[src/rtl/piso_pkg.sv]
// Shared types and helpers for the parallel-in/serial-out serializer.
package piso_pkg;

  typedef enum logic {
    ST_IDLE  = 1'b0,
    ST_SHIFT = 1'b1
  } state_t;

  // Bit index counter width; never narrower than one bit.
  function automatic int cnt_width(input int width);
    return (width <= 2) ? 1 : $clog2(width);
  endfunction

endpackage

[src/rtl/piso_serializer.sv]
// Parametrised PISO serializer: valid/ready word load, shift_en pacing,
// selectable bit order, registered serial bit with frame_start/frame_last markers.
module piso_serializer
  import piso_pkg::*;
#(
  parameter int WIDTH     = 8,
  parameter bit MSB_FIRST = 1'b1
) (
  input  logic             clk,
  input  logic             reset,
  input  logic             in_valid,
  output logic             in_ready,
  input  logic [WIDTH-1:0] in_data,
  input  logic             shift_en,
  output logic             serial_out,
  output logic             serial_valid,
  output logic             frame_start,
  output logic             frame_last,
  output logic             busy
);

  localparam int            CW     = cnt_width(WIDTH);
  localparam logic [CW-1:0] LAST   = CW'(WIDTH - 1);
  localparam logic [CW-1:0] PENULT = CW'(WIDTH - 2);

  state_t           state;
  logic [CW-1:0]    cnt;
  logic [WIDTH-1:0] shreg;
  logic [WIDTH-1:0] shifted;
  logic             at_last;
  logic             accept;
  logic             load_bit;
  logic             shift_bit;

  assign at_last  = (cnt == LAST);
  assign in_ready = !reset && ((state == ST_IDLE) || (at_last && shift_en));
  assign accept   = in_valid && in_ready;

  // serial_out is registered, so it takes the bit the next shreg value will present.
  assign shifted   = MSB_FIRST ? {shreg[WIDTH-2:0], 1'b0} : {1'b0, shreg[WIDTH-1:1]};
  assign load_bit  = MSB_FIRST ? in_data[WIDTH-1] : in_data[0];
  assign shift_bit = MSB_FIRST ? shifted[WIDTH-1] : shifted[0];

  assign busy = serial_valid;

  always_ff @(posedge clk or posedge reset) begin
    if (reset) begin
      state        <= ST_IDLE;
      cnt          <= '0;
      shreg        <= '0;
      serial_out   <= 1'b0;
      serial_valid <= 1'b0;
      frame_start  <= 1'b0;
      frame_last   <= 1'b0;
    end else if (accept) begin
      state        <= ST_SHIFT;
      cnt          <= '0;
      shreg        <= in_data;
      serial_out   <= load_bit;
      serial_valid <= 1'b1;
      frame_start  <= 1'b1;
      frame_last   <= 1'b0;
    end else if ((state == ST_SHIFT) && shift_en) begin
      if (!at_last) begin
        cnt         <= cnt + 1'b1;
        shreg       <= shifted;
        serial_out  <= shift_bit;
        frame_start <= 1'b0;
        frame_last  <= (cnt == PENULT);
      end else begin
        // Final bit consumed with no follow-on word: return to idle.
        state        <= ST_IDLE;
        cnt          <= '0;
        shreg        <= '0;
        serial_out   <= 1'b0;
        serial_valid <= 1'b0;
        frame_start  <= 1'b0;
        frame_last   <= 1'b0;
      end
    end else begin
      state <= state;
    end
  end

endmodule

[config.mk]
export PLATFORM = sky130hd
export DESIGN_NAME = piso_serializer
export DESIGN_NICKNAME = d
export VERILOG_FILES = /design/src/rtl/piso_pkg.sv /design/src/rtl/piso_serializer.sv
export SDC_FILE = /design/constraint.sdc
export NUM_CORES = 1
export LEC_CHECK = 0
export CORE_MARGIN = 3
export CORE_UTILIZATION = 51
export CTS_CLUSTER_DIAMETER = 120
export DETAILED_ROUTE_END_ITERATION = 10
export GPL_TIMING_DRIVEN = 0
export PLACE_DENSITY_LB_ADDON = 0.1
export REMOVE_ABC_BUFFERS = 1
export SYNTH_ARGS = -nofsm -noshare
export SYNTH_HDL_FRONTEND = slang
export SYNTH_SLANG_ARGS = --single-unit
[constraint.sdc]
create_clock -name clk -period 3.6 [get_ports clk]
set_clock_uncertainty 0.2 [all_clocks]
set_input_delay 0.72 -clock clk [delete_from_list [all_inputs] [get_ports clk]]
set_output_delay 0.72 -clock clk [all_outputs]
set_load 0.05 [all_outputs]
After elaboration in Yosys (flattened, before gate mapping). Cells that the tools add are included.

Register bits: 14. Bits of input ports: 12. Output and inout bits: 6. Logic and storage cells: 36.

$add $sub $neg: 1. Equality and inequality tests: 2. Multiplexer cells: 17. Bitwise logic cells: 1. Reductions and logical operators: 9.

Operators by type and width (count): $mux W7 (3); $mux W1 (11); $mux W3 (3); $eq A3 B3 Y1 const B (2); $logic_and A1 B1 Y1 (4); $reduce_bool A2 Y1 (2); $add A3 B1 Y3 const B (1); $reduce_and A2 Y1 (1); $logic_not A1 Y1 (1); $logic_or A1 B1 Y1 (1); $not A1 Y1 (1).

Depth between registers and ports, before layout.
Depth in word-level cells: 7. Mapped depth: 6. Depth with buffers taken out: 5.

Worst setup path after synthesis. Ideal clock, no wire load.

Path kind: register -> output. Start: register cnt[0]. End: output port in_ready. Data arrival time: 1.514 ns. Data required time: 2.680 ns. Setup slack: 1.166 ns. Stages on the path, launching flop included: 5. Path buffers: 0. Cells stage by stage: dfrtp_1 > ha_1 > ha_1 > a21boi_2 > nor2_1.

Longest elaborated chain between the ends: 4.

RTL lines: from (decl) (line piso_serializer.sv:27) `logic [CW-1:0] cnt;`; from (signal assigned) (line piso_serializer.sv:65) `cnt <= cnt + 1'b1;`; $eq A3 B3 Y1 (line piso_serializer.sv:35) `assign at_last = (cnt == LAST);`; $logic_and A1 B1 Y1 (line piso_serializer.sv:36) `assign in_ready = !reset && ((state == ST_IDLE) || (at_last && shift_en));`; $logic_or A1 B1 Y1 (line piso_serializer.sv:36); $logic_and A1 B1 Y1 (line piso_serializer.sv:36); to (decl) (line piso_serializer.sv:12) `output logic in_ready,`.

No other way between the ends.

Final worst setup path.
Start: input port shift_en. End: output port in_ready.

Longest elaborated chain between the ends: 3.

RTL lines: from (decl) (line piso_serializer.sv:14) `input logic shift_en,`; $logic_and A1 B1 Y1 (line piso_serializer.sv:36); $logic_or A1 B1 Y1 (line piso_serializer.sv:36); $logic_and A1 B1 Y1 (line piso_serializer.sv:36).

No other way between the ends.

==> impl_metrics.ini <==
[logic_synthesis]
synth_top_area_cell = dfrtp_1
synth_cells = 74
syn-cell-area_um2 = 780.7
synth_xor_area_share_pct = 0
netlist_top_cells_area = dfrtp_1 45%, mux2i_1 10%, and4b_2 10%, a21oi_1 7.1%, ha_1 4.8%
synth_top_family_by_area = simple AND/OR/NAND/NOR gates
synth_cell_types = 20
syn_area_per_cell_um2 = 10.55
synth_top_area_share_pct = 44.87
yosys_warnings = 0
synth_fa_ha_area_share_pct = 4.808
synth_compound_area_share_pct = 9.615
synth-seq-area-share_pct = 44.87
muxShareOfSynthArea_pct = 10.26
synth-seq-cells = 14
yosys.area_share.simple_pct = 20.83

[floorplan]
die_x_um = 45.13
die_h_um = 45.13
core-area_mm2 = 0.001366
initial_core_util_pct = 57.14
row_count = 13
ios = 18
fp.dieArea_mm2 = 0.002036

[power]
p_int_mw = 0.3946
peakVddDrop_mv = 0.3196
power.share.combinational_pct = 42.5
power.share.clock_pct = 17.8
power_density_mw_per_mm2 = 673.9
leakagePower_nw = 0.4618
swShare_pct = 39.53
p_sw_mw = 0.2580
pwr-share-seq_pct = 39.7

[drt]
vias = 583
routedWlPerCell_um = 14.25
drt-total-wl_mm = 1.496
dr.first_iter.drc_count = 5
drtAntennaViolNets = 0
drcViolationCount = 0
viasPerCell = 5.552
first_pass_iters = 4

[run]
drv_cap = 0

[sta]
worst_pin_slew_ns = 0.7434
fin_setup_tns_ns = 0
report.final.slew_viol_count = 0
relSlewSlack_pct = 50.39
post-route-period-util_pct = 94.60
rsz0062_at_grt = no
finalHoldViolations = 0
period_needed_ns = 3.406
finalSetupViolCount = 0
timing.hold.ws_ns = 0.2948
fmax_mhz = 293.6

[worst_setup_path]
crit_path_frequent_cell = clkdlybuf4s50_1
cp.required_ns = 2.68
worst-path-buf-inv = 2
rr_startpoint = cnt[0]
critPathMaxStageDelay_ns = 0.81
cp_slowest_cell = clkdlybuf4s50_1
crit_path_end_kind = output pin
critPathMaxFanout = 11
cp_cell_sequence = clkdlybuf4s50_1 -> a21boi_2 -> nor2_1 -> clkdlybuf4s50_1
critPathKind = in2out
r2r-end = shreg[0]
critPathTopFamily = buffers and inverters
start_kind = primary input
rrSetupSlack_ns = 1.38
r2r_cells = 5
critPathArrivalTime_ns = 2.49

[clock_tree]
cts_made_buffers = 3
clk_pin_slew_ns = 0.09
clkLatencyLatePin_ns = 0.29
clockRootBuffer = clkbuf_4
cts_max_level = 1
cts_sinks = 14
cts_tree = yes
holdBufCountCts = 0
postCtsSetupBuffers = 0
clockBufferDepth = 2
ctsResizeCount = 0

[placement]
dp_hpwl_mm = 1.016
place.port_buffers = 17
routabilityCongestion = 0.6910

[layout]
synthToLayoutAreaGrowth_pct = 24.04
drive_gt1_share_pct = 18.89
antenna_cells = 0
final_cell_mix = 17 x clkdlybuf4s50_1, 14 x dfrtp_1, 11 x a21oi_1
final_nets = 106
fillers = 110
final_common_cell = clkdlybuf4s50_1

[hold_path]
min_path_cells = 1
hold_class = reg2reg
hold-path-endpoint = frame_start
min-delay-start = frame_start

[global_route]
grt_pass1_vias = 550
antenna_found_initial = 0
overflow = 0
grt_pass1_wl_mm = 2.504
grt_usage_pct = 18.13
grt_max_degree = 16

[run_status]
status = complete, no violations
[cell usage after synthesis]
master,count
and2b_2,1
or3_1,1
or2_2,2
inv_1,10
nand2_1,6
dfrtp_1,14
buf_2,2
a21o_2,1
clkbuf_2,1
a21oi_1,11
buf_8,1
buf_4,1
ha_1,3
nor3b_4,1
a21boi_2,1
nand4_1,1
nand3_1,1
and4b_2,7
mux2i_1,8
nor2_1,1
[worst max path at each step]
stage                   from       end  slack [ns]  cells past startpoint
floorplan              state  in_ready        0.87                      2
global placement    shift_en  in_ready        0.24                      4
detailed placement  shift_en  in_ready        0.22                      4
CTS                 shift_en  in_ready        0.22                      4
global route        shift_en  in_ready        0.12                      4
finish              shift_en  in_ready        0.19                      4
[state kept, by name (all words and copies together), names as in the netlist]
signal and cells:
shreg 7, frame_last 1, cnt 3, serial_out 1
state 1, frame_start 1
[layout make-up]
cell class                 count  area, um^2  share of cell area [%]
clock buffer                   4       36.28                   3.747
inverter                      10       37.54                   3.876
multi-input combinational     45       355.3                   36.69
sequential                    14       350.3                   36.18
tap                           15       18.77                   1.938
timing repair buffer          17       170.2                   17.57
[power groups by stage]
stage                     Clock, mW  Combinational (mW)  Sequential [mW]
after floorplan                   0               0.132            0.317
after global placement            0               0.272            0.256
after detailed placement          0               0.280            0.261
after CTS                     0.119               0.282            0.257
after global routing          0.124               0.309            0.266
final                         0.116               0.277            0.259
[metrics by stage]
step | instances | instance area (um^2) | utilization (%) | power, mW | worst slack (ns)
5_1_grt | 105 | 968.4 | 70.88 | 0.6990 | 0.1223
3_3_place_gp | 101 | 932.1 | 68.22 | 0.5282 | 0.2370
3_5_place_dp | 101 | 932.1 | 68.22 | 0.5410 | 0.2230
4_1_cts | 105 | 968.4 | 70.88 | 0.6584 | 0.2153
2_1_floorplan | 69 | 743.2 | - | 0.4486 | 0.8737
6_report | 105 | 968.4 | 70.88 | 0.6527 | 0.1945
[cell families (layout without fill, tap and decap cells)]
family | Yosys count | count (layout)
and+or+nand+nor | 21 | 21
muxes | 8 | 8
AOI/OAI and AO/OA | 13 | 13
DFF | 14 | 14
buffers and inverters | 15 | 31
adders and majority gates | 3 | 3
[per-layer routing]
metal	global-route usage (%)	part of all wire (%)
met1	21.66	42
met5	0	0
met4	8.772	2.1
met2	28.81	50
met3	6.375	5.7
No activity file was read; power rests on OpenSTA's default activity.
